**src/rtl/imm_decode_pipe.sv**
```systemverilog
// imm_decode_pipe: registered RV32I/RV64I immediate-decode stage with a two-entry skid buffer.
// Ports:
//   i_clk, i_rst_n        clock, asynchronous active-low reset
//   i_flush               synchronous flush of both entries
//   i_in_valid/o_in_ready upstream handshake; o_in_ready is registered (NOT skid valid)
//   i_in_inst, i_in_pc    instruction word and its PC
//   o_out_valid/i_out_ready downstream handshake
//   o_out_inst, o_out_pc  registered instruction and PC
//   o_out_imm, o_out_fmt  decoded immediate and format (0=R/none 1=I 2=S 3=B 4=U 5=J)
//   o_out_illegal         unsupported opcode or non-32-bit encoding
//   o_illegal_cnt         saturating count of accepted illegal instructions
module imm_decode_pipe #(
  parameter int unsigned XLEN  = 32,
  parameter int unsigned CNT_W = 16
) (
  input  logic             i_clk,
  input  logic             i_rst_n,
  input  logic             i_flush,
  input  logic             i_in_valid,
  output logic             o_in_ready,
  input  logic [31:0]      i_in_inst,
  input  logic [XLEN-1:0]  i_in_pc,
  output logic             o_out_valid,
  input  logic             i_out_ready,
  output logic [31:0]      o_out_inst,
  output logic [XLEN-1:0]  o_out_pc,
  output logic [XLEN-1:0]  o_out_imm,
  output logic [2:0]       o_out_fmt,
  output logic             o_out_illegal,
  output logic [CNT_W-1:0] o_illegal_cnt
);

  localparam logic [6:0] OpLoad   = 7'b0000011;
  localparam logic [6:0] OpMisc   = 7'b0001111;
  localparam logic [6:0] OpImm    = 7'b0010011;
  localparam logic [6:0] OpAuipc  = 7'b0010111;
  localparam logic [6:0] OpImm32  = 7'b0011011;
  localparam logic [6:0] OpStore  = 7'b0100011;
  localparam logic [6:0] OpOp     = 7'b0110011;
  localparam logic [6:0] OpLui    = 7'b0110111;
  localparam logic [6:0] OpOp32   = 7'b0111011;
  localparam logic [6:0] OpBranch = 7'b1100011;
  localparam logic [6:0] OpJalr   = 7'b1100111;
  localparam logic [6:0] OpJal    = 7'b1101111;
  localparam logic [6:0] OpSystem = 7'b1110011;

  localparam logic [2:0] FmtR = 3'd0;
  localparam logic [2:0] FmtI = 3'd1;
  localparam logic [2:0] FmtS = 3'd2;
  localparam logic [2:0] FmtB = 3'd3;
  localparam logic [2:0] FmtU = 3'd4;
  localparam logic [2:0] FmtJ = 3'd5;

  typedef struct packed {
    logic [31:0]     inst;
    logic [XLEN-1:0] pc;
    logic [XLEN-1:0] imm;
    logic [2:0]      fmt;
    logic            illegal;
  } payload_t;

  // Every immediate fits in 32 bits; a signed cast widens it to XLEN.
  function automatic logic [XLEN-1:0] sext32(input logic [31:0] v);
    logic signed [31:0] s;
    s = v;
    return XLEN'(s);
  endfunction

  logic [6:0]      w_opcode;
  logic [2:0]      w_funct3;
  logic [XLEN-1:0] w_imm;
  logic [2:0]      w_fmt;
  logic            w_illegal;
  logic            w_accept;
  logic            w_drain;
  payload_t        w_new;

  payload_t        r_out;
  logic            r_out_valid;
  payload_t        r_skid;
  logic            r_skid_valid;
  logic [CNT_W-1:0] r_cnt;

  assign w_opcode = i_in_inst[6:0];
  assign w_funct3 = i_in_inst[14:12];

  always_comb begin
    w_imm     = '0;
    w_fmt     = FmtR;
    w_illegal = 1'b0;
    if (i_in_inst[1:0] != 2'b11) begin
      w_illegal = 1'b1;
    end else begin
      case (w_opcode)
        OpLoad, OpJalr, OpMisc, OpSystem: begin
          w_fmt = FmtI;
          w_imm = sext32({{20{i_in_inst[31]}}, i_in_inst[31:20]});
        end
        OpImm: begin
          if (w_funct3 == 3'b001 || w_funct3 == 3'b101) begin
            // Shift immediates carry a zero-extended shamt, not a signed value.
            if (XLEN == 64) begin
              w_fmt = FmtI;
              w_imm = XLEN'(i_in_inst[25:20]);
            end else if (i_in_inst[25]) begin
              w_illegal = 1'b1;
            end else begin
              w_fmt = FmtI;
              w_imm = XLEN'(i_in_inst[24:20]);
            end
          end else begin
            w_fmt = FmtI;
            w_imm = sext32({{20{i_in_inst[31]}}, i_in_inst[31:20]});
          end
        end
        OpImm32: begin
          if (XLEN == 64) begin
            w_fmt = FmtI;
            w_imm = sext32({{20{i_in_inst[31]}}, i_in_inst[31:20]});
          end else begin
            w_illegal = 1'b1;
          end
        end
        OpStore: begin
          w_fmt = FmtS;
          w_imm = sext32({{20{i_in_inst[31]}}, i_in_inst[31:25], i_in_inst[11:7]});
        end
        OpBranch: begin
          w_fmt = FmtB;
          w_imm = sext32({{19{i_in_inst[31]}}, i_in_inst[31], i_in_inst[7],
                          i_in_inst[30:25], i_in_inst[11:8], 1'b0});
        end
        OpLui, OpAuipc: begin
          w_fmt = FmtU;
          w_imm = sext32({i_in_inst[31:12], 12'b0});
        end
        OpJal: begin
          w_fmt = FmtJ;
          w_imm = sext32({{11{i_in_inst[31]}}, i_in_inst[31], i_in_inst[19:12],
                          i_in_inst[20], i_in_inst[30:21], 1'b0});
        end
        OpOp: w_fmt = FmtR;
        OpOp32: w_illegal = (XLEN != 64);
        default: w_illegal = 1'b1;
      endcase
    end
  end

  assign w_new    = '{inst: i_in_inst, pc: i_in_pc, imm: w_imm, fmt: w_fmt, illegal: w_illegal};
  assign w_accept = i_in_valid & o_in_ready & ~i_flush;
  // Output slot is free this cycle: either empty or being consumed.
  assign w_drain  = ~r_out_valid | i_out_ready;

  always_ff @(posedge i_clk or negedge i_rst_n) begin
    if (!i_rst_n) begin
      r_out        <= '0;
      r_out_valid  <= 1'b0;
      r_skid       <= '0;
      r_skid_valid <= 1'b0;
    end else if (i_flush) begin
      r_out_valid  <= 1'b0;
      r_skid_valid <= 1'b0;
    end else if (w_drain) begin
      if (r_skid_valid) begin
        r_out        <= r_skid;
        r_out_valid  <= 1'b1;
        r_skid_valid <= w_accept;
        if (w_accept) r_skid <= w_new;
      end else begin
        r_out_valid <= w_accept;
        if (w_accept) r_out <= w_new;
      end
    end else if (w_accept) begin
      r_skid       <= w_new;
      r_skid_valid <= 1'b1;
    end
  end

  always_ff @(posedge i_clk or negedge i_rst_n) begin
    if (!i_rst_n) begin
      r_cnt <= '0;
    end else if (w_accept && w_illegal && r_cnt != {CNT_W{1'b1}}) begin
      r_cnt <= r_cnt + 1'b1;
    end
  end

  assign o_in_ready    = ~r_skid_valid;
  assign o_out_valid   = r_out_valid;
  assign o_out_inst    = r_out.inst;
  assign o_out_pc      = r_out.pc;
  assign o_out_imm     = r_out.imm;
  assign o_out_fmt     = r_out.fmt;
  assign o_out_illegal = r_out.illegal;
  assign o_illegal_cnt = r_cnt;

endmodule

```
**config.mk**
```make
export PLATFORM = sky130hd
export DESIGN_NAME = imm_decode_pipe
export DESIGN_NICKNAME = d
export VERILOG_FILES = /design/src/rtl/imm_decode_pipe.sv
export SDC_FILE = /design/constraint.sdc
export NUM_CORES = 1
export LEC_CHECK = 0
export ABC_AREA = 1
export CELL_PAD_IN_SITES_DETAIL_PLACEMENT = 2
export CELL_PAD_IN_SITES_GLOBAL_PLACEMENT = 2
export CORE_ASPECT_RATIO = 0.5
export CORE_MARGIN = 2
export CORE_UTILIZATION = 37
export CTS_CLUSTER_DIAMETER = 30
export DETAILED_ROUTE_END_ITERATION = 8
export DONT_BUFFER_PORTS = 1
export PLACE_DENSITY = 0.78
export SLEW_MARGIN = 30
export SYNTH_ARGS = -nofsm -noshare
export SYNTH_HDL_FRONTEND = slang
export SYNTH_SLANG_ARGS = --single-unit
```
**constraint.sdc**
```tcl
create_clock -name i_clk -period 2.1 [get_ports i_clk]
set_clock_uncertainty 0.15 [all_clocks]
set_input_delay 0.21 -clock i_clk [delete_from_list [all_inputs] [get_ports i_clk]]
set_output_delay 0.21 -clock i_clk [all_outputs]
set_load 0.02 [all_outputs]
```
-- Word-level counts from Yosys, hierarchy flattened
Index checks and enable logic that the tools add are counted.
- memories kept: 0
- ROM bits: 0
- memory bits (writable): 0
- latch bits: 0
- output and inout port bits: 118
- input port bits: 69
- register bits after elaboration: 218
- word-level logic and storage cells: 71
- bitwise logic cells: 6
- $mul: 0
- div/mod/pow operators: 0
- shift operators: 0
- $lt $le $gt $ge: 0
- reduce and logical (&&, ||, !) cells: 11
- $add $sub $neg: 1
- eq/ne operators: 16
- muxes and demuxes: 24
- operators by type and width (kind ; number):
    100-bit 2-to-1 mux ; 5
    32-bit one-hot mux with 6 select lines ; 1
    32-bit 2-to-1 mux ; 2
    7-bit == test, second input constant ; 4
    7-bit by 6-bit == test with 1-bit output, second input constant ; 3
    3-bit one-hot mux with 6 select lines ; 1
    16-bit by 1-bit adder with 16-bit output, second input constant ; 1
    16-bit != test, second input constant ; 1
    7-bit by 5-bit == test with 1-bit output, second input constant ; 2
    1-bit 2-to-1 mux ; 11
    10-bit OR reduction ; 1
    7-bit by 2-bit == test with 1-bit output, second input constant ; 1
    7-bit by 4-bit == test with 1-bit output, second input constant ; 1
    3-bit 2-to-1 mux ; 2
    5-bit 2-to-1 mux ; 1
    2-bit nonzero test ; 2
    4-bit OR reduction ; 1
    3-bit by 1-bit == test with 1-bit output, second input constant ; 1
    3-bit == test, second input constant ; 1
    1-bit inverter ; 3
    3-bit AND reduction ; 1
    3-bit nonzero test ; 1
    1-bit bitwise AND ; 2
    1-bit logical AND ; 2
    other kinds (7) ; 7

-- Logic depth before layout (Yosys ltp)
Gate-level depths: netlist of run 1.
- depth after elaboration: 8
- gate-level depth with buffers: 12

-- Least setup slack after synthesis of run 1
No wires, ideal clock.
- path kind: register to register
- start point: register r_cnt[0], in the netlist o_illegal_cnt[0]
- end point: register r_cnt[11], in the netlist o_illegal_cnt[11]
- path buffers: 1
- data required time: 1.832 ns
- slack: 0.148 ns
- period minus slack after synthesis: 1.952 ns
- stages on the path, launching flop included: 10
- arrival: 1.684 ns
- cell sequence: dfrtp_1 ha_1 nand3_1 nor2_2 nand2_1 nor2_1 nand2_2 clkbuf_1 nand4_1 nand2_1
- word-level cells in the longest chain between the ends: 2
- RTL lines (element ; line ; RTL):
    start, declared ; 82 ; logic [CNT_W-1:0] r_cnt;
    start signal, assigned ; 183 ; r_cnt <= r_cnt + 1'b1;
    parallel branches: the longest is 2 deep, another holds 16-bit by 1-bit adder with 16-bit output ; -- ;
Several ways; the timed one is not identified.
A chain may end at the register's enable or synchronous reset.

-- Worst setup path after layout of run 1
- start point: input port i_in_inst[5]
- end point: register r_out, in the netlist o_out_imm[22]
- word-level cells in the longest chain between the ends: 6
- RTL lines (element ; line ; RTL):
    start, declared ; 21 ; input logic [31:0] i_in_inst,
    7-bit by 2-bit == test with 1-bit output, or another cell as far along ; 94 ; case (w_opcode)
    4-bit OR reduction / 2-bit OR reduction (equally long branches) ; 94 ;
    32-bit one-hot mux with 6 select lines (*) ; 94 ;
    32-bit 2-to-1 mux (*) ; 91 ; if (i_in_inst[1:0] != 2'b11) begin
    100-bit 2-to-1 mux (*) ; 171 ; if (w_accept) r_out <= w_new;
    100-bit 2-to-1 mux (*) ; 164 ; if (r_skid_valid) begin
    end signal, assigned ; 165 ; r_out <= r_skid;
    end signal, assigned ; 171 ;
    end, declared ; 78 ; payload_t r_out;
Every way passes the cells marked *; elsewhere a longest branch is shown, timed or not. The select of a mux whose other input is x is not followed.

==> run_results.csv, run 1 <==
group,metric,value,unit
run_status,status,"complete, but fails checks",
run_status,failed_checks,"hold timing",
floorplan,ios,187,
global_route,grt_max_degree,219,
worst_setup_path,cp-end-kind,"flip-flop",
hold_path,hp-class,"input pin to asynchronous set/reset pin",
floorplan,die_area,0.0290,sq mm
clock_tree,cts_tree,"done",
detailed_routing,vias_per_cell,5.46,
worst_setup_path,cp-start-kind,"input pin",
power,internal_power,9.61,mW
detailed_routing,route.detailed.drc,0,
power,pwr-share-clk,46.1,%
worst_setup_path,max_stage_delay,600,ps
placement,routabilityCongestion,0.810,
detailed_routing,drt_iter0_markers,614,
worst_setup_path,cp.required,2400,ps
job,maxCapViolCount,0,
timing,setup_viol,0,
floorplan,start_util,38.1,%
cells_and_area,layout_commonest_cell,"nand2_1",
worst_setup_path,r2r_cells,8,
timing,min_period,1990,ps
timing,max_freq,504,MHz
placement,io_buffers,0,
timing,timing.final.crit_share,94.6,%
clock_tree,path_clk_slew,60,ps
cells_and_area,final_area,0.0127,sq mm
synth,ys_types,36,
worst_setup_path,crit_path_frequent_cell,"nand2_1",
detailed_routing,drt-pass1-iter-count,4,
cells_and_area,drive_above_1_share,9.94,%
synth,syn_area_per_cell,8.01,sq um
placement,placed_area,0.0106,sq mm
cells_and_area,final_util,47.5,%
detailed_routing,wirelength,37.7,mm
synth,syn_area,0.0102,sq mm
placement,dpl.hpwl,22.3,mm
floorplan,placement_rows,42,
synth,synth_seq_area_share,53.6,%
cells_and_area,layout_common_cells,"nand2_1 (387), dfrtp_1 (218), o21ai_0 (203)",
global_route,grt_antenna_before_repair,1,
clock_tree,htreeDepth,2,
synth,post-synth-top-area-fraction,53.6,%
synth,yosysWarnings,0,
synth,synth_top_area_cell,"dfrtp_1",
clock_tree,root_buffer,"clkbuf_16",
synth,synth-seq-cells,218,
floorplan,die_x,239,um
synth,syn_inst,1272,
synth,synthTopCellsByArea,"dfrtp_1 (54%), nand2_1 (14%), o21ai_0 (10%)",
synth,syn_nets,1342,
global_route,grt_pass1_wl,60.7,mm
timing,worst_slack,114,ps
power,irDropWorstVdd,0.515,mV
clock_tree,clk-insertion-delay-late,530,ps
cells_and_area,final_nets,1407,
power,netSwitchingPower,4.21,mW
detailed_routing,avgRoutedWirePerCell,21.9,um
global_route,grtUsageTotal,26.9,%
power,swShare,30.5,%
floorplan,core,0.0267,sq mm
power,power.share.sequential,42.9,%
power,combPwrFrac,11.0,%
worst_setup_path,crit_path_start,"i_in_inst[5]",
worst_setup_path,cp_max_fo,18,
worst_setup_path,cp_slowest_cell,"dlygate4sd3_1",
global_route,grt-ovfl-total,0,
detailed_routing,ant_nets,0,
detailed_routing,vias,9396,
global_route,grt_pass1_vias,10677,
floorplan,die_height,121,um
cells_and_area,area_growth_syn_to_layout,24.7,%
timing,hold_ws,-763,ps
synth,synth_edf_count,0,
worst_setup_path,crit_type,"input pin to flip-flop",
clock_tree,cts_inserted_buffers,39,
synth,synthArstFlopShare,100,%
clock_tree,holdBufCountCts,70,
placement,pre_cts_ws,-108,ps
worst_setup_path,cp.arrival,2290,ps
timing,tns,0,ps
worst_setup_path,crit_path_cell_trace,"dlygate4sd3_1 > nand2_1 > nor2_2 > nand2_4 > nor2_2 > nor3_1 > nand3_1 > nand2_1 > nand2_1",
clock_tree,ctsLongestPathBuffers,3,
timing,rsz0062_at_grt,"false",
timing,worst_pin_slew,617,ps
clock_tree,cts.sinks,218,
power,p_leak,6.46,nW
power,power_density,1090,mW/mm^2
worst_setup_path,reg2reg_from,"o_out_valid$_DFFE_PN0P_",
timing,slew_viol_final,0,
synth,ys.flop_type,"dfrtp_1",
timing,relSlewSlack,58.9,%
timing,finalHoldViolCount,218,
## area by class of cell
type / count / area, sq um
Antenna cell: 1 / 2.50
Clock buffer: 52 / 1110
Clock inverter: 20 / 206
Fill cell: 2911 / 14000
Inverter: 86 / 327
Multi-Input combinational cell: 888 / 4090
Sequential cell: 218 / 5460
Tap cell: 352 / 440
Timing Repair Buffer: 104 / 1070
## flip-flops by register name, indices dropped and copies added (netlist names)
name	flops
o_out_fmt	3
o_out_pc	32
r_skid	100
r_skid_valid	1
o_illegal_cnt	16
o_out_inst	32
o_out_valid	1
o_out_illegal	1
o_out_imm	32
## power by group through the flow
stage	clock (mW)	sequential [mW]	combinational, mW
after floorplan	0	5.80	0.928
after global placement	0	5.91	1.21
after detailed placement	0	5.96	1.34
after CTS	6.47	5.92	1.50
after global routing	6.72	6.03	1.75
final	6.37	5.93	1.51
## path summary, 6_finish.rpt
check,end,slack (ps)
worst max-delay path,o_out_imm[22]$_DFFE_PN0P_,110
worst min-delay path,o_illegal_cnt[0]$_DFFE_PN0P_,-760
worst max register to register,r_skid[51]$_DFFE_PN0P_,130
worst min register to register,r_skid[86]$_DFFE_PN0P_,330
max in group asynchronous,o_out_inst[2]$_DFFE_PN0P_,2050
min in group i_clk,r_skid[32]$_DFFE_PN0P_,30
## critical path, delay by kind of cell
| kind | cells | cell delay (ps) |
|---|---|---|
| AND/OR/NAND/NOR | 8 | 1460 |
| buffers and inverters | 1 | 600 |
## what timing repair did
item                       4_1_cts  5_1_grt
hold endpoints to repair       390      218
pin swaps                        0        1
resized for setup                1        6
setup buffers                    0        2
setup endpoints to repair        1       41
## synth_stat cells (2+ instances only)
library cell and count:
nand2_1 387, dfrtp_1 218, o21ai_0 203, nor2_1 115, inv_1 76, clkbuf_1 50
nand3_1 40, nand4_1 25, buf_2 23, a31oi_1 22, a21oi_1 18, nor3_1 15
inv_2 8, nand2_2 7, o21ai_1 7, xor2_1 7, a31o_2 6, xnor2_1 6
nand3b_1 5, o211ai_1 5, o22ai_1 5, buf_1 4, nor2_2 3, a21boi_1 2
clkinv_1 2, nor2_4 2, or2_2 2
## cells by family (layout without fill, tap and decap cells)
| logic type | count (synthesis) | count (layout) | share of synthesized area, % |
|---|---|---|---|
| XOR/XNOR | 13 | 13 | 1.12 |
| AO/OA/AOI/OAI | 269 | 269 | 14.0 |
| buffers and inverters | 166 | 262 | 6.62 |
| flip-flops | 218 | 218 | 53.6 |
| AND/OR/NAND/NOR | 605 | 605 | 24.6 |
| adder cells (fa/ha/maj) | 1 | 1 | 0.123 |
| other | 0 | 1 | 0 |
## stage by stage
| step | total power, mW | std cells |
|---|---|---|
| after floorplan | 6.72 | 1272 |
| after global placement | 7.12 | 1576 |
| after detailed placement | 7.30 | 1576 |
| after CTS | 13.9 | 1718 |
| after global routing | 14.5 | 1721 |
| final | 13.8 | 1721 |
## routing by layer
metal  global-route usage (%)  up-vias  wire length, um
li1                         -     4270                -
met1                     34.3     4853            16300
met2                     45.3      207            18400
met3                     6.23       66             1990
met4                     8.59        0              940
met5                        0        -                0
Note: power is estimated with default switching activity, not from simulation.
==> inputs of run 2 (changes only) <==
CAP_MARGIN = 30   (was not set)
==> results of run 2 <==
Same layout as run 1: the final DEF is identical, and so are final timing and power.
